<file path="config.mk">
export PLATFORM = sky130hd
export DESIGN_NAME = linear_layer_sched
export DESIGN_NICKNAME = d
export VERILOG_FILES = /design/src/rtl/linear_layer_sched.sv
export SDC_FILE = /design/constraint.sdc
export NUM_CORES = 1
export LEC_CHECK = 0
export BUFFER_PORTS_ARGS = -buffer_cell sky130_fd_sc_hd__buf_4
export CORE_MARGIN = 4
export CORE_UTILIZATION = 45
export CTS_BUF_LIST = sky130_fd_sc_hd__clkbuf_2
export CTS_CLUSTER_DIAMETER = 150
export DETAILED_ROUTE_END_ITERATION = 6
export HOLD_SLACK_MARGIN = 0.02
export PLACE_DENSITY_LB_ADDON = 0.05
export SLEW_MARGIN = 20
export SYNTH_ARGS = -nofsm -noshare
export SYNTH_HDL_FRONTEND = slang
export SYNTH_SLANG_ARGS = --single-unit
</file>
<file path="constraint.sdc">
create_clock -name clk -period 1.8 [get_ports clk]
set_input_delay 0 -clock clk [delete_from_list [all_inputs] [get_ports clk]]
set_output_delay 0 -clock clk [all_outputs]
set_load 0.1 [all_outputs]
</file>
<file path="src/rtl/linear_layer_sched.sv">
// Sequencer/arbiter for the shared linear-layer MAC datapath: grants one of two requesters, walks an IN_DIM x OUT_DIM job.
// Define LINEAR_SCHED_PERF_EN to add perf_clr_i / perf_cycles_o (saturating ISSUE+WAIT cycle counter).
module linear_layer_sched #(
  parameter int IN_DIM  = 20,
  parameter int OUT_DIM = 20,
  parameter int ADDR_W  = 5,
  parameter int WADDR_W = 9
) (
  input  logic               clk,
  input  logic               rst_n,
  input  logic [1:0]         req_i,
  input  logic               abort_i,
  output logic [1:0]         gnt_o,
  output logic [1:0]         done_o,
  output logic               busy_o,
  output logic               in_rd_en_o,
  output logic               in_rd_sel_o,
  output logic [ADDR_W-1:0]  in_rd_addr_o,
  output logic [WADDR_W-1:0] w_rd_addr_o,
  output logic               mac_en_o,
  output logic               mac_clr_o,
  output logic               mac_last_o,
  input  logic               mac_acc_valid_i,
  input  logic [31:0]        mac_acc_data_i,
  output logic               out_valid_o,
  output logic [ADDR_W-1:0]  out_addr_o,
  output logic [31:0]        out_data_o,
  output logic               out_sel_o
`ifdef LINEAR_SCHED_PERF_EN
  ,
  input  logic               perf_clr_i,
  output logic [31:0]        perf_cycles_o
`endif
);

  typedef enum logic [1:0] {IDLE = 2'd0, ISSUE = 2'd1, WAIT = 2'd2} state_t;

  localparam logic [ADDR_W-1:0]  I_LAST  = ADDR_W'(IN_DIM - 1);
  localparam logic [ADDR_W-1:0]  O_LAST  = ADDR_W'(OUT_DIM - 1);
  localparam logic [WADDR_W-1:0] IN_STEP = WADDR_W'(IN_DIM);

  state_t              state_q, state_d;
  logic [1:0]          gnt_q, gnt_d;
  logic                rr_q, rr_d;
  logic [ADDR_W-1:0]   i_q, i_d;
  logic [ADDR_W-1:0]   o_q, o_d;
  logic [WADDR_W-1:0]  base_q, base_d;
  logic                mac_en_q, mac_en_d;
  logic                mac_clr_q, mac_clr_d;
  logic                mac_last_q, mac_last_d;
  logic                out_valid_q, out_valid_d;
  logic [ADDR_W-1:0]   out_addr_q, out_addr_d;
  logic [31:0]         out_data_q, out_data_d;
  logic                out_sel_q, out_sel_d;
  logic [1:0]          done_q, done_d;

  always_comb begin
    state_d     = state_q;
    gnt_d       = gnt_q;
    rr_d        = rr_q;
    i_d         = i_q;
    o_d         = o_q;
    base_d      = base_q;
    mac_en_d    = (state_q == ISSUE);
    mac_clr_d   = (state_q == ISSUE) && (i_q == '0);
    mac_last_d  = (state_q == ISSUE) && (i_q == I_LAST);
    out_valid_d = 1'b0;
    out_addr_d  = out_addr_q;
    out_data_d  = out_data_q;
    out_sel_d   = out_sel_q;
    done_d      = 2'b00;

    // Abort squashes the job and the in-flight MAC stage but leaves the RR pointer alone.
    if (abort_i) begin
      state_d    = IDLE;
      gnt_d      = 2'b00;
      i_d        = '0;
      o_d        = '0;
      base_d     = '0;
      mac_en_d   = 1'b0;
      mac_clr_d  = 1'b0;
      mac_last_d = 1'b0;
    end else begin
      case (state_q)
        IDLE: begin
          if (req_i != 2'b00) begin
            state_d = ISSUE;
            i_d     = '0;
            o_d     = '0;
            base_d  = '0;
            if (req_i == 2'b11) begin
              gnt_d = rr_q ? 2'b10 : 2'b01;
              rr_d  = ~rr_q;
            end else begin
              gnt_d = req_i;
            end
          end
        end
        ISSUE: begin
          if (i_q == I_LAST) state_d = WAIT;
          else               i_d     = i_q + 1'b1;
        end
        WAIT: begin
          if (mac_acc_valid_i) begin
            out_valid_d = 1'b1;
            out_addr_d  = o_q;
            out_data_d  = mac_acc_data_i;
            out_sel_d   = gnt_q[1];
            if (o_q == O_LAST) begin
              done_d  = gnt_q;
              gnt_d   = 2'b00;
              state_d = IDLE;
              i_d     = '0;
              o_d     = '0;
              base_d  = '0;
            end else begin
              o_d     = o_q + 1'b1;
              base_d  = base_q + IN_STEP;
              i_d     = '0;
              state_d = ISSUE;
            end
          end
        end
        default: state_d = IDLE;
      endcase
    end
  end

  always_ff @(posedge clk or negedge rst_n) begin
    if (!rst_n) begin
      state_q     <= IDLE;
      gnt_q       <= 2'b00;
      rr_q        <= 1'b0;
      i_q         <= '0;
      o_q         <= '0;
      base_q      <= '0;
      mac_en_q    <= 1'b0;
      mac_clr_q   <= 1'b0;
      mac_last_q  <= 1'b0;
      out_valid_q <= 1'b0;
      out_addr_q  <= '0;
      out_data_q  <= '0;
      out_sel_q   <= 1'b0;
      done_q      <= 2'b00;
    end else begin
      state_q     <= state_d;
      gnt_q       <= gnt_d;
      rr_q        <= rr_d;
      i_q         <= i_d;
      o_q         <= o_d;
      base_q      <= base_d;
      mac_en_q    <= mac_en_d;
      mac_clr_q   <= mac_clr_d;
      mac_last_q  <= mac_last_d;
      out_valid_q <= out_valid_d;
      out_addr_q  <= out_addr_d;
      out_data_q  <= out_data_d;
      out_sel_q   <= out_sel_d;
      done_q      <= done_d;
    end
  end

  assign gnt_o        = gnt_q;
  assign done_o       = done_q;
  assign busy_o       = (state_q != IDLE);
  assign in_rd_en_o   = (state_q == ISSUE);
  assign in_rd_sel_o  = gnt_q[1];
  assign in_rd_addr_o = i_q;
  assign w_rd_addr_o  = base_q + WADDR_W'(i_q);
  assign mac_en_o     = mac_en_q;
  assign mac_clr_o    = mac_clr_q;
  assign mac_last_o   = mac_last_q;
  assign out_valid_o  = out_valid_q;
  assign out_addr_o   = out_addr_q;
  assign out_data_o   = out_data_q;
  assign out_sel_o    = out_sel_q;

`ifdef LINEAR_SCHED_PERF_EN
  logic [31:0] perf_q;

  // Clear beats increment; the counter sticks at all-ones.
  always_ff @(posedge clk or negedge rst_n) begin
    if (!rst_n)                 perf_q <= '0;
    else if (perf_clr_i)        perf_q <= '0;
    else if ((state_q != IDLE) && (perf_q != 32'hFFFF_FFFF))
                                perf_q <= perf_q + 32'd1;
  end

  assign perf_cycles_o = perf_q;
`endif

endmodule

</file>
* Word-level counts from Yosys, hierarchy flattened
Cells that the tools add are included.
** Storage, ports and cells
- Bits of input ports :: 38
- Flip-flop bits (word level) :: 68
- Output and inout bits :: 63
- Logic and storage cells :: 81
** Operators by class
- Eq/ne operators :: 10
- Reductions and logical operators :: 14
- Muxes and demuxes :: 37
- Bitwise gates (word level) :: 2
- Add/subtract/negate cells :: 4
** Operators with widths (count)
- $mux W9 :: 4
- $mux W5 :: 7
- $mux W2 :: 14
- $pmux W9 S2 :: 1
- $pmux W5 S3 :: 1
- $ne A3 B3 Y1 const B :: 4
- $reduce_and A4 Y1 :: 3
- $add A5 B1 Y5 const B :: 2
- $eq A5 B5 Y1 const B :: 2
- $pmux W5 S2 :: 1
- $add A9 B5 Y9 :: 1
- $add A9 B5 Y9 const B :: 1
- $reduce_and A3 Y1 :: 3
- $mux W1 :: 7
- $pmux W2 S3 :: 1
- $logic_not A5 Y1 :: 1
- $eq A2 B2 Y1 const B :: 2
- $pmux W2 S2 :: 1
- $reduce_bool A2 Y1 :: 2
- $reduce_bool A4 Y1 :: 1
- $ne A3 B2 Y1 const B :: 1
- $reduce_bool A3 Y1 :: 1
- $eq A2 B1 Y1 const B :: 1
- $logic_and A1 B1 Y1 :: 2
- other kinds (2) :: 3

* Longest topological paths before layout
- Depth after elaboration :: 5
- Mapped depth :: 6
- Mapped depth without buffers :: 5

* Worst setup path before layout
No wires, ideal clock.
- Path type :: reg2out
- From :: reg i_q[3] (netlist: in_rd_addr_o[3])
- To :: out w_rd_addr_o[7]
- Stages on the path, launching flop included :: 6
- Data required time :: 1.800 ns
- Arrival time :: 3.341 ns
- Setup slack :: -1.541 ns
- Path buffers :: 0
- Cell sequence :: dfrtp_1 > ha_1 > a21o_1 > a21oi_1 > nor2_1 > xor2_1
** On the way
- Longest elaborated chain between the ends :: 1
** RTL lines
- start, declared :: line 45 : logic [ADDR_W-1:0] i_q, i_d;
- start signal, assigned :: line 149 : i_q <= i_d;
- $add A9 B5 Y9 :: line 169 : assign w_rd_addr_o = base_q + WADDR_W'(i_q);
- end, declared :: line 19 : output logic [WADDR_W-1:0] w_rd_addr_o,
No other way between the ends.

* Worst setup path after layout
Same ends and word-level chain as after synthesis.

==> qor.tcl <==
set qor(count_of_nets_after_finishing) 439
set qor(holdCritStartpoint) {mac_acc_valid_i}
set qor(cts_tree) {built}
set qor(relative_slew_slack_pct) 73.2
set qor(synth_nets) 279
set qor(floorplan.die_area_mm2) 0.00813
set qor(place.gp.congestion) 0.795
set qor(htree_num_levels) 3
set qor(wire_length_after_detailed_routing_mm) 7.30
set qor(worst_slew_pin_slew_ns) 0.393
set qor(crit_path_max_incr_delay_ns) 0.53
set qor(criticalPathCategory) {reg2out}
set qor(route.detailed.drc) 0
set qor(prevailing_post_synth_register_cell) {sky130_fd_sc_hd__dfrtp_1}
set qor(reg2reg_capture_point) {in_rd_addr_o[0]}
set qor(portBuffers) 100
set qor(tritoncts_num_sinks) 66
set qor(total_number_of_vias) 2377
set qor(synth_enable_flop_cells) 0
set qor(run_status) {finished with violations}
set qor(critPathLaunchType) {flop}
set qor(number_of_buffers_and_inverters_on_the_critical_path) 2
set qor(crit-reg2reg-launch) {in_rd_addr_o[2]}
set qor(viasPerCell) 4.99
set qor(timing.critical_path.required_ns) 1.80
set qor(netlist_area_mm2) 0.00304
set qor(gr-usage-met1_pct) 25.6
set qor(starting_density_of_the_core_pct) 47.1
set qor(y_dimension_of_the_die_um) 90.2
set qor(post-synth-top-area-cell) {sky130_fd_sc_hd__dfrtp_1}
set qor(area_delta_synth_final_pct) 59.9
set qor(yosys.cell_count.top_type) {sky130_fd_sc_hd__dfrtp_1}
set qor(register_bit_total_from_synthesis) 66
set qor(design.core.area_mm2) 0.00646
set qor(leak_pwr_nw) 2.39
set qor(critical_path.endpoint_type) {output port}
set qor(critical_path.max_fanout) 4
set qor(holdCritPathClass) {in2reg}
set qor(final_hold_viol_count) 0
set qor(global_route.usage.met2_pct) 29.8
set qor(post_route_cells_drive_above_1_share_pct) 55.4
set qor(setup_repair_after_global_routing_missed_its_margin) {yes}
set qor(n_antenna_cell) 0
set qor(crit_path_cell_trace) {ha_4 > a21o_1 > a21oi_4 > buf_6 > nor2_4 > xor2_4 > buf_12}
set qor(synth_sequential_area_ratio_pct) 54.3
set qor(synthTopCellsByArea) {sky130_fd_sc_hd__dfrtp_1 (54%), sky130_fd_sc_hd__mux2_2 (14%), sky130_fd_sc_hd__ha_1 (2.9%)}
set qor(max_freq_mhz) 462
set qor(clockBufferDepth) 2
set qor(design.portCount) 101
set qor(post_synth_inst_count) 234
set qor(setup.reg_to_reg.worst_slack_ns) 0.08
set qor(crit_family) {flip-flops}
set qor(fp.dieW_um) 90.2
set qor(setup_slack_after_placement_ns) 0.0762
set qor(yosysWarningCount) 0
set qor(hold-path-endpoint) {state_q[1]}
set qor(report.final.slew_viol_count) 0
set qor(drt_first_iter_violations) 77
set qor(r2r.worst_path.cells) 5
set qor(postSynthAreaPerCell_um2) 13.0
set qor(powerDensity_mw_per_mm2) 613
set qor(timing.hold.worst_path_depth) 3
set qor(max_cap_viols) 0
set qor(busiest_metal_layer_after_global_routing) {met2}
set qor(hpwl_mm) 4.77
set qor(fin_ws_ns) -0.367
set qor(layout.core_utilization_pct) 75.2
set qor(worst-endpoint-arrival_ns) 2.17
set qor(first_global_vias) 2523
set qor(clock_insertion_delay_at_the_later_pin_of_the_skew_report_ns) 0.48
set qor(netlist.area_leader.share_pct) 54.3
set qor(ir_worst_vdd_mv) 0.478
set qor(synth_cell_type_count) 51
set qor(finalCritPeriodShare_pct) 120
set qor(num_rows) 29
set qor(gr-usage-all-layers_pct) 18.8
set qor(grt_start_max_net_pins) 38
set qor(cts_inserted_buffers) 9
set qor(wire_length_per_cell_after_detailed_routing_um) 15.3
set qor(post-route-min-period_ns) 2.17
set qor(met3_track_demand_over_resource_in_global_routing_pct) 4.42
set qor(firstDrtPassIters) 4
set qor(setup-violations-final) 5
set qor(grt_pass1_wl_mm) 12.6
set qor(finalClockSkew_ns) 0.0197
set qor(synth_top_cells_by_count) {sky130_fd_sc_hd__dfrtp_1 (66), sky130_fd_sc_hd__mux2_2 (39), sky130_fd_sc_hd__nor2_1 (12)}
set qor(grt-ovfl-total) 0
set qor(clk_pin_slew_worst_paths_ns) 0.18
set qor(proportion_of_register_bits_with_asynchronous_set_or_reset_after_synthesis_pct) 100
set qor(violations) {setup timing}
set qor(slowest_cp_cell) {sky130_fd_sc_hd__dfrtp_4}
set qor(ant_nets) 0
set qor(fillers) 445
set qor(grt_antenna_before_repair) 0
set qor(clock-root-buffer) {sky130_fd_sc_hd__clkbuf_2}
## metrics by stage
stage,hold slack [ns],power (W),instance area [um2],instances,setup TNS [ns]
after global placement,-0.0394,0.00193,4130,415,0
after global routing,0.255,0.00310,4860,476,-2.00
after detailed placement,-0.0361,0.00193,4130,415,0
after CTS,0.239,0.00301,4780,473,-1.52
after floorplan,-0.296,0.00179,3200,234,-1.17
final,0.280,0.00298,4860,476,-1.61
## placed cells by master (no fill, tap or decap), types with 2 or more instances in the layout
| cell | netlist | final |
|---|---|---|
| sky130_fd_sc_hd__clkbuf_2 | 0 | 9 |
| sky130_fd_sc_hd__o21ai_0 | 4 | 4 |
| sky130_fd_sc_hd__nor2_1 | 12 | 9 |
| sky130_fd_sc_hd__xnor2_1 | 5 | 3 |
| sky130_fd_sc_hd__or3_2 | 3 | 3 |
| sky130_fd_sc_hd__inv_1 | 10 | 9 |
| sky130_fd_sc_hd__buf_12 | 0 | 10 |
| sky130_fd_sc_hd__bufinv_16 | 0 | 2 |
| sky130_fd_sc_hd__a21boi_2 | 2 | 2 |
| sky130_fd_sc_hd__ha_1 | 7 | 4 |
| sky130_fd_sc_hd__nand2b_1 | 4 | 3 |
| sky130_fd_sc_hd__o31ai_1 | 2 | 2 |
| sky130_fd_sc_hd__nand3_1 | 5 | 5 |
| sky130_fd_sc_hd__o21ai_2 | 2 | 2 |
| sky130_fd_sc_hd__mux2_4 | 1 | 2 |
| sky130_fd_sc_hd__o21a_1 | 2 | 2 |
| sky130_fd_sc_hd__a21oi_1 | 3 | 2 |
| sky130_fd_sc_hd__xnor2_4 | 0 | 2 |
| sky130_fd_sc_hd__nor2b_1 | 3 | 3 |
| sky130_fd_sc_hd__xor2_4 | 0 | 3 |
| sky130_fd_sc_hd__clkinv_4 | 0 | 2 |
| sky130_fd_sc_hd__a21boi_1 | 3 | 3 |
| sky130_fd_sc_hd__or4_1 | 3 | 3 |
| sky130_fd_sc_hd__nand2_1 | 9 | 9 |
| sky130_fd_sc_hd__a22o_1 | 3 | 3 |
| sky130_fd_sc_hd__ha_4 | 0 | 2 |
| sky130_fd_sc_hd__and3_1 | 3 | 3 |
| sky130_fd_sc_hd__clkinvlp_4 | 0 | 2 |
| sky130_fd_sc_hd__a22o_2 | 2 | 2 |
| sky130_fd_sc_hd__buf_6 | 2 | 3 |
| sky130_fd_sc_hd__dfrtp_1 | 66 | 61 |
| sky130_fd_sc_hd__dfrtp_4 | 0 | 5 |
| sky130_fd_sc_hd__dlygate4sd3_1 | 0 | 38 |
| sky130_fd_sc_hd__nor2_4 | 0 | 3 |
| sky130_fd_sc_hd__mux2_2 | 39 | 38 |
| sky130_fd_sc_hd__buf_4 | 4 | 110 |
| sky130_fd_sc_hd__or3_1 | 2 | 2 |
## worst reg2reg max path: cells and delay by family, from the launching register on
kind | cells | cell delay (ns)
buffers and inverters | 1 | 0.16
AND/OR/NAND/NOR | 2 | 0.50
AO/OA/AOI/OAI | 1 | 0.29
multiplexers | 1 | 0.20
flip-flops | 1 | 0.53
## registers in the layout, indices dropped and copies added (netlist names)
signal / count
done_o: 2
rr_q: 1
in_rd_addr_o: 5
out_data_o: 32
o_q: 5
mac_last_o: 1
out_sel_o: 1
state_q: 2
out_addr_o: 5
gnt_o: 2
base_q: 7
mac_en_o: 1
out_valid_o: 1
mac_clr_o: 1
## area by class of cell
cell class | instances | area [um2] | area share (%)
clock buffer | 9 | 45.0 | 0.927
clock inverter | 7 | 93.8 | 1.93
inverter | 10 | 41.3 | 0.850
multi-input combinational | 146 | 1470 | 30.3
sequential | 66 | 1670 | 34.4
tap | 77 | 96.3 | 1.98
timing repair buffer | 161 | 1440 | 29.6
## repair_timing
| item | 4_1_cts | 5_1_grt |
|---|---|---|
| gates resized for setup | 21 | 8 |
| setup endpoints to repair | 5 | 12 |
| buffers inserted | 3 | 5 |
| hold buffers | 39 | 0 |
| pin swaps | 2 | 5 |
| endpoints found under the hold margin | 110 | 0 |
## where the power goes
part / leakage [nW] / total, W / internal [W] / switching [W]
Sequential: 0.905 / 0.00153 / 0.00151 / 0.0000253
Combinational: 1.41 / 0.000446 / 0.000187 / 0.000258
Clock: 0.0795 / 0.00100 / 0.000457 / 0.000542
Total: 2.39 / 0.00298 / 0.00215 / 0.000826
## worst max-delay path by stage
| stage | startpoint | to | slack, ns | cells past startpoint |
|---|---|---|---|---|
| floorplan | in_rd_addr_o[3] | w_rd_addr_o[8] | -0.27 | 5 |
| global placement | in_rd_addr_o[3] | w_rd_addr_o[6] | 0.10 | 6 |
| detailed placement | in_rd_addr_o[3] | w_rd_addr_o[6] | 0.08 | 6 |
| CTS | in_rd_addr_o[3] | w_rd_addr_o[6] | -0.38 | 6 |
| global route | in_rd_addr_o[3] | w_rd_addr_o[7] | -0.44 | 7 |
| finish | in_rd_addr_o[3] | w_rd_addr_o[7] | -0.37 | 7 |
## kinds of logic after synthesis
| family | share of synthesized area [%] |
|---|---|
| AOI/OAI and AO/OA | 10.0 |
| DFF | 54.3 |
| muxes | 15.3 |
| and+or+nand+nor | 11.0 |
| buffers and inverters | 3.91 |
| adders and majority gates | 2.88 |
| xor gates and xnor gates | 2.59 |
## routing by layer
metal / part of all wire, % / wire (um)
met1: 45 / 3260
met2: 49 / 3540
met3: 5.1 / 374
met4: 1.7 / 124
met5: 0 / 0
Note: power is estimated with default switching activity, not from simulation.
